==> src/rtl/rr_grant_scheduler_pkg.sv <==
// Shared types for the round-robin grant scheduler.
// Requester count, index width, FSM encoding and decode helper.
package rr_grant_scheduler_pkg;

  localparam int N_REQ = 16;
  localparam int IDX_W = 4;

  typedef logic [N_REQ-1:0] req_t;
  typedef logic [IDX_W-1:0] idx_t;

  typedef enum logic [1:0] {
    ST_IDLE  = 2'd0,
    ST_GRANT = 2'd1,
    ST_GAP   = 2'd2
  } state_e;

  function automatic req_t idx_decode(input idx_t idx);
    req_t r;
    r      = '0;
    r[idx] = 1'b1;
    return r;
  endfunction

endpackage

==> src/rtl/rr_grant_scheduler_pick.sv <==
// Rotating priority picker: first set request at or after ptr.
// Purely combinational; wraps from index 15 back to 0.
module rr_priority_pick
  import rr_grant_scheduler_pkg::*;
(
  input  logic [N_REQ-1:0] req_i,
  input  logic [IDX_W-1:0] ptr_i,
  output logic             any_o,
  output logic [IDX_W-1:0] idx_o
);

  idx_t cand;

  // Scan from farthest to nearest so the nearest hit wins.
  always_comb begin
    idx_o = '0;
    cand  = '0;
    for (int k = N_REQ - 1; k >= 0; k--) begin
      cand = ptr_i + idx_t'(k);
      if (req_i[cand]) begin
        idx_o = cand;
      end
    end
    any_o = |req_i;
  end

endmodule

==> src/rtl/rr_grant_scheduler.sv <==
// Round-robin owner scheduler for a 16-way select resource.
// Hold timer forces revoke; one gap cycle separates grants.
module rr_grant_scheduler
  import rr_grant_scheduler_pkg::*;
#(
  parameter int MAX_HOLD = 8,
  parameter int CNT_W    = 8
) (
  input  logic             clk_i,
  input  logic             rst_i,
  input  logic [N_REQ-1:0] req_i,
  input  logic             release_i,
  output logic             grant_valid_o,
  output logic [IDX_W-1:0] grant_idx_o,
  output logic [N_REQ-1:0] grant_onehot_o,
  output logic             timeout_o,
  output logic             busy_o
);

  localparam logic [CNT_W-1:0] HOLD_MAX = CNT_W'(MAX_HOLD);

  if (MAX_HOLD < 1 || MAX_HOLD > 255 ||
      (2 ** CNT_W) <= MAX_HOLD) begin : g_bad_param
    $error("rr_grant_scheduler: bad MAX_HOLD/CNT_W");
  end

  state_e           state_q, state_d;
  idx_t             ptr_q, ptr_d;
  logic [CNT_W-1:0] hold_q, hold_d;
  logic             valid_q, valid_d;
  idx_t             idx_q, idx_d;
  req_t             onehot_q, onehot_d;
  logic             tmo_q, tmo_d;
  logic             busy_q, busy_d;

  logic             pick_any;
  idx_t             pick_idx;
  logic             withdraw;
  logic             expire;
  logic             revoke;

  rr_priority_pick u_pick (
    .req_i (req_i),
    .ptr_i (ptr_q),
    .any_o (pick_any),
    .idx_o (pick_idx)
  );

  assign withdraw = ~req_i[idx_q];
  assign expire   = (hold_q == HOLD_MAX);
  assign revoke   = release_i | withdraw | expire;

  // Next state, grant bookkeeping and registered output values.
  always_comb begin
    state_d = state_q;
    ptr_d   = ptr_q;
    hold_d  = hold_q;
    valid_d = valid_q;
    idx_d   = idx_q;
    tmo_d   = 1'b0;
    unique case (state_q)
      ST_IDLE: begin
        if (pick_any) begin
          state_d = ST_GRANT;
          valid_d = 1'b1;
          idx_d   = pick_idx;
          hold_d  = CNT_W'(1);
        end
      end
      ST_GRANT: begin
        if (revoke) begin
          state_d = ST_GAP;
          valid_d = 1'b0;
          ptr_d   = idx_q + idx_t'(1);
          hold_d  = '0;
          tmo_d   = ~release_i & ~withdraw & expire;
        end else begin
          hold_d  = hold_q + CNT_W'(1);
        end
      end
      ST_GAP: begin
        state_d = ST_IDLE;
      end
      default: begin
        state_d = ST_IDLE;
        valid_d = 1'b0;
        hold_d  = '0;
      end
    endcase
    onehot_d = valid_d ? idx_decode(idx_d) : '0;
    busy_d   = (state_d != ST_IDLE);
  end

  // State and output registers with synchronous reset.
  always_ff @(posedge clk_i) begin
    if (rst_i) begin
      state_q  <= ST_IDLE;
      ptr_q    <= '0;
      hold_q   <= '0;
      valid_q  <= 1'b0;
      idx_q    <= '0;
      onehot_q <= '0;
      tmo_q    <= 1'b0;
      busy_q   <= 1'b0;
    end else begin
      state_q  <= state_d;
      ptr_q    <= ptr_d;
      hold_q   <= hold_d;
      valid_q  <= valid_d;
      idx_q    <= idx_d;
      onehot_q <= onehot_d;
      tmo_q    <= tmo_d;
      busy_q   <= busy_d;
    end
  end

  assign grant_valid_o  = valid_q;
  assign grant_idx_o    = idx_q;
  assign grant_onehot_o = onehot_q;
  assign timeout_o      = tmo_q;
  assign busy_o         = busy_q;

endmodule

==> config.mk <==
export PLATFORM = sky130hd
export DESIGN_NAME = rr_grant_scheduler
export DESIGN_NICKNAME = d
export VERILOG_FILES = /design/src/rtl/rr_grant_scheduler_pkg.sv /design/src/rtl/rr_grant_scheduler_pick.sv /design/src/rtl/rr_grant_scheduler.sv
export SDC_FILE = /design/constraint.sdc
export NUM_CORES = 1
export LEC_CHECK = 0
export CORE_ASPECT_RATIO = 2
export CORE_UTILIZATION = 45
export CTS_BUF_LIST = sky130_fd_sc_hd__clkbuf_8
export CTS_CLUSTER_DIAMETER = 200
export DETAILED_ROUTE_END_ITERATION = 8
export PLACE_DENSITY_LB_ADDON = 0.15
export SLEW_MARGIN = 40
export SYNTH_ARGS = -nofsm -noshare
export SYNTH_HDL_FRONTEND = slang
export SYNTH_SLANG_ARGS = --single-unit
export TNS_END_PERCENT = 50
==> constraint.sdc <==
create_clock -name clk_i -period 6 [get_ports clk_i]
set_clock_uncertainty 0.1 [all_clocks]
set_input_delay 0.6 -clock clk_i [delete_from_list [all_inputs] [get_ports clk_i]]
set_output_delay 0.6 -clock clk_i [all_outputs]
set_load 0.05 [all_outputs]
Word level (Yosys, flattened, before mapping). Cells that the tools add are included.

Flip-flop bits (word level): 37. Input bits: 19. Output and inout port bits: 23. Word-level logic and storage cells: 129.

$add $sub $neg: 17. $lt $le $gt $ge: 19. Equal/unequal tests: 4. Multiplexer cells: 63. Bitwise operators: 10. Reduce and logical (&&, ||, !) cells: 8.

Operator list (number): less-than comparator 4 x 5 -> 1 bit, second input constant (18); 2-to-1 mux 4 bit (18); binary-select mux 1 bit (select 4 bit) (17); adder 4 bit, second input constant (8); case mux 8 bit (3 select lines) (1); 2-to-1 mux 1 bit (20); adder 4 x 3 -> 4 bit, second input constant (4); 2-to-1 mux 8 bit (2); OR reduction 16 bit (1); adder 4 x 1 -> 4 bit, second input constant (2); adder 4 x 2 -> 4 bit, second input constant (2); adder 8 x 1 -> 8 bit, second input constant (1); == test 8 x 4 -> 1 bit, second input constant (1); inverter 1 bit (6); demux 1 bit (select 4 bit) (1); greater-or-equal comparator 4 x 1 -> 1 bit, second input constant (1); 2-to-1 mux 2 bit (2); case mux 2 bit (2 select lines) (1); AND reduction 2 bit (2); case mux 1 bit (3 select lines) (1); OR reduction 3 bit (1); bitwise AND 1 bit (2); == test 2 x 1 -> 1 bit, second input constant (1); == test 2 bit, second input constant (1); other kinds (6) (7).

Logic depth before layout (Yosys ltp).
Depth in word-level cells: 25. Mapped depth: 15. Mapped depth without buffers: 10.

Hierarchy. A second synthesis with hierarchy kept.

Cells, all modules: 432. Area total of the unflattened synthesis: 4167.7 µm².

By module, submodules not included: rr_priority_pick (times used 1, cells an instance 237, area an instance 2219.6 µm²); rr_grant_scheduler (times used 1, cells an instance 195, area an instance 1948.1 µm²).

Least setup slack after synthesis. Ideal clock, no wire load.

Path kind: register -> register. Start point: register ptr_q[1]. End point: register onehot_q[0] (netlist: grant_onehot_o[0]). Setup time: 0.096 ns. Arrival time: 4.114 ns. Path slack: 1.690 ns. Stages on the path, launching flop included: 16. Buffers on the path: 5. Cells stage by stage: dfxtp_1 > buf_4 > buf_6 > clkbuf_1 > inv_1 > ha_1 > buf_6 > mux4_2 > mux2_2 > mux2_4 > nand2b_4 > a2111oi_4 > a2111oi_4 > a22o_1 > buf_6 > nor4b_1.

Longest elaborated chain between the ends: 25.

RTL lines: start: declaration (line rr_grant_scheduler.sv:28) `idx_t ptr_q, ptr_d;`; start signal: assignment (line rr_grant_scheduler.sv:107) `ptr_q <= ptr_d;`; adder 4 bit (line rr_grant_scheduler_pick.sv:19) `cand = ptr_i + idx_t'(k);`; binary-select mux 1 bit (select 4 bit) (line rr_grant_scheduler_pick.sv:20) `if (req_i[cand]) begin`; 2-to-1 mux 1 bit (implied by the code) (line rr_grant_scheduler_pick.sv:20); 2-to-1 mux 4 bit (15 in a row) (line rr_grant_scheduler_pick.sv:20); 2-to-1 mux 4 bit * (line rr_grant_scheduler_pick.sv:20); 2-to-1 mux 4 bit * (line rr_grant_scheduler.sv:63) `if (pick_any) begin`; 2-to-1 mux 4 bit * (line rr_grant_scheduler.sv:61) `unique case (state_q)`; less-than comparator 4 x 5 -> 1 bit (implied by the code) / greater-or-equal comparator 4 x 1 -> 1 bit (equally long branches) (line rr_grant_scheduler_pkg.sv:20) `r[idx] = 1'b1;`; logical AND 1 bit (implied by the code) (line rr_grant_scheduler_pkg.sv:20); 2-to-1 mux 1 bit (implied by the code) (line rr_grant_scheduler_pkg.sv:20); demux 1 bit (select 4 bit) * (line rr_grant_scheduler_pkg.sv:20); end signal: assignment (line rr_grant_scheduler.sv:111) `onehot_q <= onehot_d;`; end: declaration (line rr_grant_scheduler.sv:32) `req_t onehot_q, onehot_d;`.

Every way passes the cells marked *; elsewhere a longest branch is shown, timed or not. The select of a mux whose other input is x is not followed. A chain may end at the register's enable or synchronous reset.

Final worst setup path. Ends and elaborated chain as after synthesis.

==> flow_metrics.env <==
export IMPL_grtUsageTotal_pct=29.5
export IMPL_rows=48
export IMPL_synthAdderAreaFrac_pct=3.09
export IMPL_synth_distinct_cells=73
export IMPL_numCtsBuffers=5
export IMPL_cts_tree="built"
export IMPL_area_growth_pct=12.7
export IMPL_setup_ws_ns=1.43
export IMPL_synth_seq_cells=37
export IMPL_post_cts_setup_buffer_count=0
export IMPL_num_io_pins=42
export IMPL_worst_ep_arrival_time_ns=4.66
export IMPL_crit_path_end_kind="flop"
export IMPL_crit_chain="inv_1 -> ha_1 -> mux4_2 -> mux2i_1 -> mux2i_1 -> a311oi_1 -> o221ai_1 -> and4b_1 -> a22o_1 -> nor4b_1"
export IMPL_antenna_found_initial=0
export IMPL_drc=0
export IMPL_htreeDepth=2
export IMPL_synth_top_family_by_area="multiplexers"
export IMPL_synthMuxAreaShare_pct=32.9
export IMPL_cts_sinks=37
export IMPL_ctsHoldBuffers=0
export IMPL_cp_start_kind="flop"
export IMPL_report_final_slew_viol_count=0
export IMPL_crit_family="multiplexers"
export IMPL_cp_max_fo=12
export IMPL_cts_root_buf="clkbuf_8"
export IMPL_synth_flop_cell="dfxtp_1"
export IMPL_outcome="finished, final reports clean"
export IMPL_ant_nets=0
export IMPL_die_area_sq_um=9420
export IMPL_gr_total_overflow=0
export IMPL_insertedDiodeCount=0
export IMPL_slew_headroom_pct=44.0
export IMPL_fin_crit_sh_pct=76.2
export IMPL_pre_cts_slack_ns=1.50
export IMPL_p_leak_nw=1.57
export IMPL_maxCapViolCount=0
export IMPL_core_area_sq_um=8710
export IMPL_yosysTopAreaCell="dfxtp_1"
export IMPL_max_stage_delay_ns=0.66
export IMPL_wirelength_um=13600
export IMPL_synth_compound_area_share_pct=18.1
export IMPL_synth_warnings=0
export IMPL_required_ns=6.09
export IMPL_drt_iter0_drc=280
export IMPL_crit_top_cell="mux2i_1"
export IMPL_worst_path_buf_inv=1
export IMPL_setup_viol=0
export IMPL_cp_slowest_cell="ha_1"
export IMPL_post_cts_resized=0
export IMPL_initial_core_util_pct=46.6
export IMPL_synth_xor_area_share_pct=5.22
export IMPL_synthTopCellsByArea="dfxtp_1, mux4_2, mux2i_1"
export IMPL_synthSimpleGateAreaFrac_pct=17.1
export IMPL_irDropWorstVdd_mv=0.304
export IMPL_hold_viol=0
export IMPL_synth_top_area_share_pct=18.3
export IMPL_grt_pass1_vias=3803
export IMPL_finalNetCount=467
export IMPL_clkSlewWorstSetupHoldPaths_ns=0.08
export IMPL_drive_above_1_share_pct=19.6
export IMPL_clk_path_buf_depth=2
export IMPL_synthArstFlopShare_pct=0
export IMPL_grt_pass1_wl_um=21100
export IMPL_synth_nets=437
export IMPL_rsz0062_at_grt="false"
export IMPL_fp_dieW_um=69.1
export IMPL_clk_insertion_delay_late_ns=0.30
export IMPL_port_buffers=41
export IMPL_hpwl_um=10600
export IMPL_vias=3704
export IMPL_via_per_inst=6.87
export IMPL_place_congestion=0.982
export IMPL_finalSetupTns_ns=0
export IMPL_path_class="flop to flop"
export IMPL_max_freq_mhz=219
export IMPL_power_density_nw_per_um2=599
export IMPL_syn_area_sq_um=4050
export IMPL_fill_cells=766
export IMPL_wl_per_cell_um=25.2
export IMPL_dieHeight_um=136
export IMPL_min_period_ns=4.57
export IMPL_syn_inst=408
export IMPL_dr_pass1_iters=6
export IMPL_hold_path_class="flop to flop"
export IMPL_synth_edff_count=0
export IMPL_syn_avg_cell_area_sq_um=9.94
export IMPL_worst_pin_slew_ns=0.834
export IMPL_grt_max_degree=32
export IMPL_seq_area_frac_synth_pct=18.3
-- logic make-up after synthesis --
logic type / Yosys count
buf+inv: 41
flops: 37
simple gates: 126
fa+ha+maj: 10
mux: 85
xor+xnor: 19
compound gates: 90
-- synthesized netlist by cell type (all sizes together) (3+ instances only) --
cell type  instances
nor2b              6
a211oi             8
dfxtp             37
nor4              13
o31ai              6
xor2               6
xnor2             13
mux2              15
nand2b             4
a21o               3
a22oi              7
nand2             23
mux2i             37
clkbuf             7
a211o              6
nand3             10
a21oi             15
nor3               5
nor2              39
buf               16
inv               18
o22ai              3
or2                5
nand4              3
ha                10
a2111oi            4
o21ai             11
and4b              3
mux4              33
nor4b              6
-- worst register-to-register path, delay by kind of cell (launching register included) --
kind	cells	cell delay, ns
buffers and inverters	1	0.19
AOI/OAI and AO/OA	3	0.98
adders and majority gates	1	0.66
muxes	3	1.28
and+or+nand+nor	2	0.64
DFF	1	0.61
-- layout make-up --
cell class                 count  area (sq um)  area share, %
multi-input combinational    330          3100           67.9
sequential                    37           741           16.2
timing repair buffer          46           448           9.81
tap                          100           125           2.74
clock buffer                   5          68.8           1.51
inverter                      18          67.6           1.48
clock inverter                 3          13.8          0.301
-- path summary, 6_finish.rpt --
kind	slack (ns)	cells after the start	to	from
max	1.43	10	grant_onehot_o[0]$_SDFF_PP0_	ptr_q[1]$_SDFFE_PP0P_
min	0.43	2	hold_q[1]$_SDFFE_PP0P_	hold_q[1]$_SDFFE_PP0P_
max reg2reg	1.43	10	grant_onehot_o[0]$_SDFF_PP0_	ptr_q[1]$_SDFFE_PP0P_
min reg2reg	0.43	2	hold_q[1]$_SDFFE_PP0P_	hold_q[1]$_SDFFE_PP0P_
-- where the power goes --
group          internal, W  leakage (nW)  switching, W
clock network    0.0000788        0.0491     0.0000927
logic             0.000870          1.22       0.00134
registers         0.000289         0.301     0.0000658
-- state kept, by name (all words and copies together), names as in the netlist --
signal          flops
grant_idx_o         4
timeout_o           1
hold_q              8
grant_valid_o       1
ptr_q               4
busy_o              1
grant_onehot_o     16
state_q             2
-- cell usage in the layout, fill, tap and decap left out, drive strengths merged, types with 3 or more instances in the layout --
master,n
a22oi,7
nand2,23
o21ai,11
mux2,15
or2,5
nor2b,6
a211oi,8
nor4,13
ha,10
nor2,39
and4b,3
buf,5
nor3,5
inv,19
clkbuf,5
nor4b,6
xnor2,13
xor2,6
a211o,6
a21o,3
mux2i,37
o22ai,3
a2111oi,4
o31ai,6
a21oi,15
nand2b,4
dfxtp,37
mux4,33
clkdlybuf4s50,41
nand3,10
nand4,3
-- per-layer routing --
| layer | GRT usage, % | part of all wire (%) | up-vias |
|---|---|---|---|
| met5 | 0 | 0 | - |
| met4 | 21.3 | 7.4 | 0 |
| li1 | - | - | 1665 |
| met2 | 56.7 | 55 | 173 |
| met1 | 27.9 | 33 | 1801 |
| met3 | 3.93 | 4.6 | 65 |
-- stage by stage --
stage               hold WS (ns)  area, sq um  std cells  total power (W)  util [%]
floorplan                  0.362         4050        408          0.00203         -
global placement           0.395         4480        531          0.00251      51.4
detailed placement         0.404         4480        531          0.00251      51.5
CTS                        0.413         4570        539          0.00270      52.4
global route               0.438         4570        539          0.00287      52.4
finish                     0.430         4570        539          0.00273      52.4
(Power assumes the default switching activity.)
